`src/rtl/ckt_3bit_input.sv`:
```
// ckt_3bit_input: registered relation checker for two 3-bit operands.
// Each rising edge samples a and b and registers five flags:
// Gray-code match, excess-3 match, unsigned greater/less, and
// "no code relation". Outputs are registered only, so there is no
// combinational path from the operands to the flags.

module ckt_3bit_input #(
    parameter int W = 3
) (
    input  logic         clk,
    input  logic         rst,
    input  logic [W-1:0] a,
    input  logic [W-1:0] b,
    output logic         gray,
    output logic         excess_3,
    output logic         more,
    output logic         less,
    output logic         no_relation
);

    // Reflected binary Gray code of a binary value.
    function automatic logic [W-1:0] gray_code(input logic [W-1:0] value);
        return value ^ (value >> 1);
    endfunction

    // Excess-3 code; the sum is truncated to W bits, so 5..7 wrap to 0..2.
    function automatic logic [W-1:0] excess3_code(input logic [W-1:0] value);
        logic [W-1:0] three;
        three = W'(3);
        return value + three;
    endfunction

    logic gray_next;
    logic excess_3_next;
    logic more_next;
    logic less_next;
    logic no_relation_next;

    // Evaluate every relation for the operands currently on the inputs.
    // NOTE: each signal gets a default first so no path through this block
    // leaves a value unassigned, which would otherwise infer a latch.
    always_comb begin
        gray_next        = 1'b0;
        excess_3_next    = 1'b0;
        more_next        = 1'b0;
        less_next        = 1'b0;
        no_relation_next = 1'b0;

        gray_next        = (b == gray_code(a));
        excess_3_next    = (b == excess3_code(a));
        more_next        = (a > b);
        less_next        = (a < b);
        no_relation_next = !(gray_next || excess_3_next);
    end

    // Register the flags; reset wins over the sampled operands.
    // NOTE: state is updated with non-blocking assignments so every flag
    // captures values from before the edge, independent of statement order.
    always_ff @(posedge clk) begin
        if (rst) begin
            gray        <= 1'b0;
            excess_3    <= 1'b0;
            more        <= 1'b0;
            less        <= 1'b0;
            no_relation <= 1'b0;
        end else begin
            gray        <= gray_next;
            excess_3    <= excess_3_next;
            more        <= more_next;
            less        <= less_next;
            no_relation <= no_relation_next;
        end
    end

endmodule

```
`config.mk`:
```
export PLATFORM = sky130hd
export DESIGN_NAME = ckt_3bit_input
export DESIGN_NICKNAME = d
export VERILOG_FILES = /design/src/rtl/ckt_3bit_input.sv
export SDC_FILE = /design/constraint.sdc
export NUM_CORES = 1
export LEC_CHECK = 0
export BUFFER_PORTS_ARGS = -buffer_cell sky130_fd_sc_hd__buf_2
export CAP_MARGIN = 0
export CELL_PAD_IN_SITES_DETAIL_PLACEMENT = 0
export CELL_PAD_IN_SITES_GLOBAL_PLACEMENT = 1
export CORE_AREA = 2 2 39 41
export DETAILED_ROUTE_END_ITERATION = 8
export DIE_AREA = 0 0 41 43
export GPL_TIMING_DRIVEN = 0
export PLACE_DENSITY_LB_ADDON = 0.05
export SKIP_LAST_GASP = 1
export SLEW_MARGIN = 15
export SYNTH_ARGS = -nofsm -noshare
export SYNTH_HDL_FRONTEND = slang
export SYNTH_SLANG_ARGS = --single-unit
export TNS_END_PERCENT = 5
```
`constraint.sdc`:
```
create_clock -name clk -period 1.1 [get_ports clk]
set_input_delay 0.11 -clock clk [delete_from_list [all_inputs] [get_ports clk]]
set_output_delay 0.11 -clock clk [all_outputs]
set_load 0.01 [all_outputs]
```
==> impl_results.md, run 1 <==
- Outcome: completed
- Power per cell area: 1360 mW/mm²
- Fill count: 164
- Clock Sinks: 5
- CTS root buf: clkbuf_4
- Crit path capture type: register
- Placeable core area: 0.00138 mm²
- Final hold vios: 0
- Crit path to: no_relation
- Post-Syn Area: 284 µm²
- Post-synthesis sequential area ratio: 0.352
- Syn Nets: 40
- CP peak stage delay: 320 ps
- Max Cap Viol: 0
- Vias in the first global route: between 200 and 250
- Top cells by area, synth: dfxtp_1 (35%), ha_1 (18%), xnor2_1 (9.3%)
- FF/Latch Area: about 100 µm²
- Crit path arrival time: 1050 ps
- Nets: 57
- CP Cell Sequence: buf_2, inv_1, ha_1, xor2_1, xnor2_1, o311a_1
- Post-detail-place hpwl: about 480 µm
- Setup slack after layout: between 150 and 200 ps
- Largest net degree at the start of global routing: 6
- DR WL/cell: 8.62 µm
- DRC: 0
- Slowest cell on the critical path: o311a_1
- Tcrit/Tclk final: 0.849
- FMAX: 1070 MHz
- Layout cell share with drive strength beyond 1: 0.341
- Min Hold Slack: about 96 ps
- Worst Hold Class: input port to register
- Worst vdd ir: 271 µV
- Post-CTS Setup Bufs: 0
- Static leakage: ~0.21 nW
- Antenna Cells: 0
- Rows: 14
- Clock slew at reported path FFs: 40 ps
- Die area: between 0.0015 and 0.002 mm²
- Clock Tree Buf Depth: 2
- Final setup violating endpoints: 0
- Starting Density: 0.205
- Num ports: 13
- DR vias: roughly 240
- Placer congestion estimate: between 0.6 and 0.7
- Distinct cells, synth: 14
- Slew HR: 0.854
- Initial antenna violation count: 0
- Antenna-violating nets left: 0
- Initial drt markers: 0
- Dpl cell area: 364 µm²
- DR vias/cell: 4.03
- Die H: 43 µm
- Critical path class: input port to register
- Synth async-reset ratio: 0
- CTS tree: done
- Worst-Margin Slew: between 200 and 250 ps
- Max H-tree Level: 1
- Fin area: just under 400 µm²
- Synth area leader: dfxtp_1
- Top-area cell type share of the netlist area: 0.352
- Port Buffers: 12
- Fin crit period: 933 ps
- GR Overflow Total: 0
- Die span in x: approximately 40 µm
- Ys flop type: dfxtp_1
- Cts hold-fix bufs: 0
- Synth Register Bits: 5
- PostCTS Resize Cnt: 0
- Crit path launch: a[1]
- Post-synth EDFFs: 0
- RSZ-0062 raised after global routing: no
- Detailed Route WL: approximately 520 µm
- First-pass DRT Iterations: 1
- Mapped Cells: 28
- Crit path max fanout: 3
- Req. time, crit path: roughly 1200 ps
- Total CTS buffers: 3
- First-pass GRT wire length: around 840 µm
- Total GRT Usage: 0.0793
- Syn_area_per_cell: 10.1 µm²
- Most frequent cells after synthesis: dfxtp_1 (5), inv_1 (5), ha_1 (4)
- Startpoint type of the worst setup path: input port
- Slew Limit Fails: 0
- Multi-input logic area: ~170 µm²
- YS warnings: 0
- Area Overhead vs Synth: 37.4%
- Pre-CTS setup slack: -96.7 ps
[how the worst min path moves through the flow]
| stage | slack (ps) | endpoint | startpoint | cells past startpoint |
|---|---|---|---|---|
| 5_1_grt | 100 | less | rst | 2 |
| 6_report | 100 | gray | rst | 2 |
| 3_3_place_gp | 350 | gray | rst | 2 |
| 3_5_place_dp | 340 | gray | rst | 2 |
| 2_1_floorplan | 180 | gray | rst | 1 |
| 4_1_cts | 90 | gray | rst | 2 |
[through the flow]
| step | TNS [ps] | power [W] | utilization | instances |
|---|---|---|---|---|
| after floorplan | 0 | 0.000286 | - | 28 |
| after global placement | -125 | 0.000333 | 0.263 | 56 |
| after detailed placement | -137 | 0.000334 | 0.263 | 56 |
| after CTS | 0 | 0.000546 | 0.282 | 60 |
| after global routing | 0 | 0.000570 | 0.282 | 60 |
| final | 0 | 0.000530 | 0.282 | 60 |
[sequential cells by signal, summed over array words and instances (netlist names)]
| register | flops |
|---|---|
| less | 1 |
| excess_3 | 1 |
| gray | 1 |
| no_relation | 1 |
| more | 1 |
[layout by cell type, fill, tap and decap left out]
| cell type | instances |
|---|---|
| o311a_1 | 1 |
| nor4_1 | 1 |
| inv_1 | 5 |
| dfxtp_1 | 5 |
| xor2_1 | 1 |
| xnor2_1 | 3 |
| nand3_1 | 1 |
| clkbuf_4 | 3 |
| nor3_1 | 1 |
| a31oi_1 | 1 |
| buf_2 | 12 |
| nor2_1 | 1 |
| clkbuf_1 | 1 |
| o21a_1 | 2 |
| nor2b_1 | 1 |
| ha_1 | 4 |
| xnor3_1 | 1 |
[report_power, final]
group	internal (W)	switching [W]	leakage [nW]	total (W)
sequential	0.000198	0.00000280	0.0413	0.000201
combinational	0.0000655	0.0000613	0.154	0.000127
clock	0.000137	0.0000658	0.0150	0.000202
total	0.000400	0.000130	0.211	0.000530
[layout make-up]
| class | instances | area share |
|---|---|---|
| flip-flops and latches | 5 | 0.256 |
| clock buffers | 4 | 0.0673 |
| multi-input cells | 18 | 0.423 |
| repair buffers | 12 | 0.154 |
| inverters | 5 | 0.0481 |
| well taps | 16 | 0.0513 |
[layer usage]
layer / wire length (µm) / vias up / part of all wire / GRT usage
li1: - / 128 / - / -
met1: 203 / 102 / 0.39 / 0.0740
met2: 240 / 10 / 0.46 / 0.109
met3: 62 / 2 / 0.12 / 0.0157
met4: 10 / 0 / 0.019 / 0.120
met5: 0 / - / 0 / 0
[cell families after synthesis]
kind of cell / Yosys count / share of synthesized area
and+or+nand+nor: 5 / 0.0925
buffers and inverters: 5 / 0.0661
AOI/OAI and AO/OA: 4 / 0.110
adders and majority gates: 4 / 0.176
DFF: 5 / 0.352
xor gates and xnor gates: 5 / 0.203
[critical path, delay by kind of cell]
kind | cells | cell delay (ps)
AO/OA/AOI/OAI | 1 | 320
XOR/XNOR | 2 | 280
adder cells (fa/ha/maj) | 1 | 180
buffers and inverters | 2 | 170
Note: power is estimated with default switching activity, not from simulation.
==> run 2, diff against run 1 <==
==> constraint.sdc (replaced) <==
create_clock -name clk -period 0.9 [get_ports clk]
set_input_delay 0.09 -clock clk [delete_from_list [all_inputs] [get_ports clk]]
set_output_delay 0.09 -clock clk [all_outputs]
set_load 0.01 [all_outputs]
==> run 2 against run 1 <==
Hold slack worse by 7.7 ps. First-iteration DRC count is 2 higher. Via count is 0.41% lower. Final area is 15% higher. Clock power is 25% higher. Sequential share of layout area is 3.4 points lower. Critical path depth stayed put. Final cell count stayed put. Routed wire length is 7.0% higher.
==> impl_results.md, run 2 (synthesis gave the netlist of run 1 again) <==
- Static leakage: 0.220 nW (+4.7%)
- Sequential Power Share: 0.357 (-0.022)
- Slew HR: 0.867 (+0.0133)
- GR Overflow Total: 0 (unchanged)
- Die H: 43 µm (unchanged)
- Gate power share: 0.276 (+0.037)
- Final setup violating endpoints: 0 (unchanged)
- Final hold vios: 0 (unchanged)
- Startpoint type of the worst setup path: input port
- Antenna Cells: 0 (unchanged)
- CTS tree: done
- WL met2: 268 µm (+12%)
- Die area: 0.00176 mm² (unchanged)
- Req. time, crit path: 1030 ps (-190 ps)
- Largest net degree at the start of global routing: 6 (unchanged)
- DR WL/cell: 9.22 µm (+7.0%)
- P_int: 0.000509 W (+27%)
- Dpl cells: 56 (unchanged)
- Worst Hold Class: input port to register
- Crit path launch: b[1]
- DRC: 0 (unchanged)
- Crit path arrival time: 1000 ps (-50 ps)
- Layout cell share with drive strength beyond 1: 0.477 (+0.136)
- DR vias/cell: 4.02 (-0.41%)
- Die span in x: 41 µm (unchanged)
- Final Core Density: 0.325 (+0.0425)
- Detailed Route WL: 553 µm (+7.0%)
- Most frequent CP cell: o21a_1
- Area Overhead vs Synth: 58.2%
- FF/Latch Area: 100 µm² (unchanged)
- CP Cell Sequence: buf_2, inv_2, ha_4, nor2b_1, o21a_1, o21a_1
- Port Buffers: 12 (unchanged)
- Nets: 57 (unchanged)
- Dpl cell area: 417 µm² (+14%)
- First-pass DRT Iterations: 2 (+1)
- Post-CTS Setup Bufs: 0 (unchanged)
- Placer congestion estimate: 0.673 (+4.4%)
- Clock Tree Buf Depth: 2 (unchanged)
- Met3 wire length: 59 µm (-4.8%)
- Vias in the first global route: 197 (-15%)
- Placeable core area: 0.00138 mm² (unchanged)
- Total GRT Usage: 0.0693 (-0.00997)
- Power per cell area: 1530 mW/mm² (+13%)
- Clock slew at reported path FFs: 40 ps (about the same)
- Hold endpoint: gray
- Sw frac: 0.261 (+0.0157)
- Fill count: 160 (-2.4%)
- M1 WL: 226 µm (+11%)
- Num ports: 13 (unchanged)
- Max H-tree Level: 1 (unchanged)
- Outcome: completed
- Tcrit/Tclk final: 0.972
- DR vias: 241 (-0.41%)
- Worst-Margin Slew: 198 ps (-20.2 ps)
- First-pass GRT wire length: 731 µm (-13%)
- Crit path capture type: register
- Rows: 14 (unchanged)
- Commonest non-fill, non-tap cell in the layout: buf_2
- Cts hold-fix bufs: 0 (unchanged)
- Commonest cells after routing, fill and taps aside: buf_2 (11), dfxtp_1 (5), clkbuf_4 (3)
- Fin crit period: 875 ps
- Max Cap Viol: 0 (unchanged)
- HP Start: rst
- Slew Limit Fails: 0 (unchanged)
- Max layer used: met3
- Clk pwr share: 0.368 (-0.014)
- Multi-input logic area: 198 µm² (+20%)
- Fin area: 449 µm² (+15%)
- CTS root buf: clkbuf_4
- CP peak stage delay: 230 ps (-90 ps)
- Net Switching: 0.000180 W (+38%)
- FMAX: between 1000 and 1500 MHz
- Antenna-violating nets left: 0 (unchanged)
- Hold path cells: 2 (unchanged)
- RSZ-0062 raised after global routing: no
- Worst vdd ir: 325 µV (+20%)
- PnR Total Power: 0.000689 W (+30%)
- Fin cells: 60 (unchanged)
- Crit path max fanout: 3 (unchanged)
- Initial drt markers: 2 (+2)
- Initial antenna violation count: 0 (unchanged)
- Critical path class: input port to register
- Slowest cell on the critical path: ha_4
- Clock Sinks: 5 (unchanged)
- Starting Density: 0.205 (unchanged)
- Total CTS buffers: 3 (unchanged)
## run 2: cell count changes in the layout (fill, tap and decap cells not counted)
cell     delta
inv_1       -3
ha_1        -2
ha_4        +2
buf_2       -1
buf_6       +1
inv_12      +1
inv_2       +1
inv_8       +1
xnor2_1     -1
xnor2_2     +1
## run 2: layout make-up
cell class,count,area share
multi-input combinational,18,0.440
sequential,5,0.223
timing repair buffer,12,0.148
inverter,5,0.0864
clock buffer,4,0.0585
tap,16,0.0446
## run 2: worst max-delay path, delay by kind of cell
| family | cells | cell delay, ps |
|---|---|---|
| AOI/OAI and AO/OA | 2 | 370 |
| adders and majority gates | 1 | 230 |
| buffers and inverters | 2 | 180 |
| and+or+nand+nor | 1 | 120 |
## run 2: power by group through the flow
stage	Sequential (W)	Combinational, W	Clock (W)
after global placement	0.000249	0.000190	0
final	0.000246	0.000190	0.000253
after CTS	0.000246	0.000191	0.000265
after global routing	0.000247	0.000211	0.000284
after detailed placement	0.000250	0.000189	0
after floorplan	0.000261	0.000111	0
## run 2: per-layer routing
layer	global-route usage	vias to the layer above
met3	0.0314	0
met5	0	-
met2	0.0938	10
li1	-	128
met4	0.0800	0
met1	0.0677	103
## run 2: worst max-delay path by stage
| stage | to | slack, ps |
|---|---|---|
| floorplan | no_relation | -20 |
| global placement | no_relation | -290 |
| detailed placement | no_relation | -290 |
| CTS | no_relation | 20 |
| global route | more | 4 |
| finish | more | 30 |
## run 2: metrics by stage
step | worst slack, ps | setup TNS, ps | hold slack (ps)
finish | 25.3 | 0 | 88.1
global route | 4.38 | 0 | 78.9
CTS | 22.2 | 0 | 77.3
detailed placement | -292 | -1030 | 330
global placement | -287 | -998 | 323
floorplan | -21.2 | -35.6 | 162
## run 2: what timing repair did
item,4_1_cts,5_1_grt
gates resized for setup,1,1
endpoints found under the setup margin,2,1
hold endpoints to repair,0,0
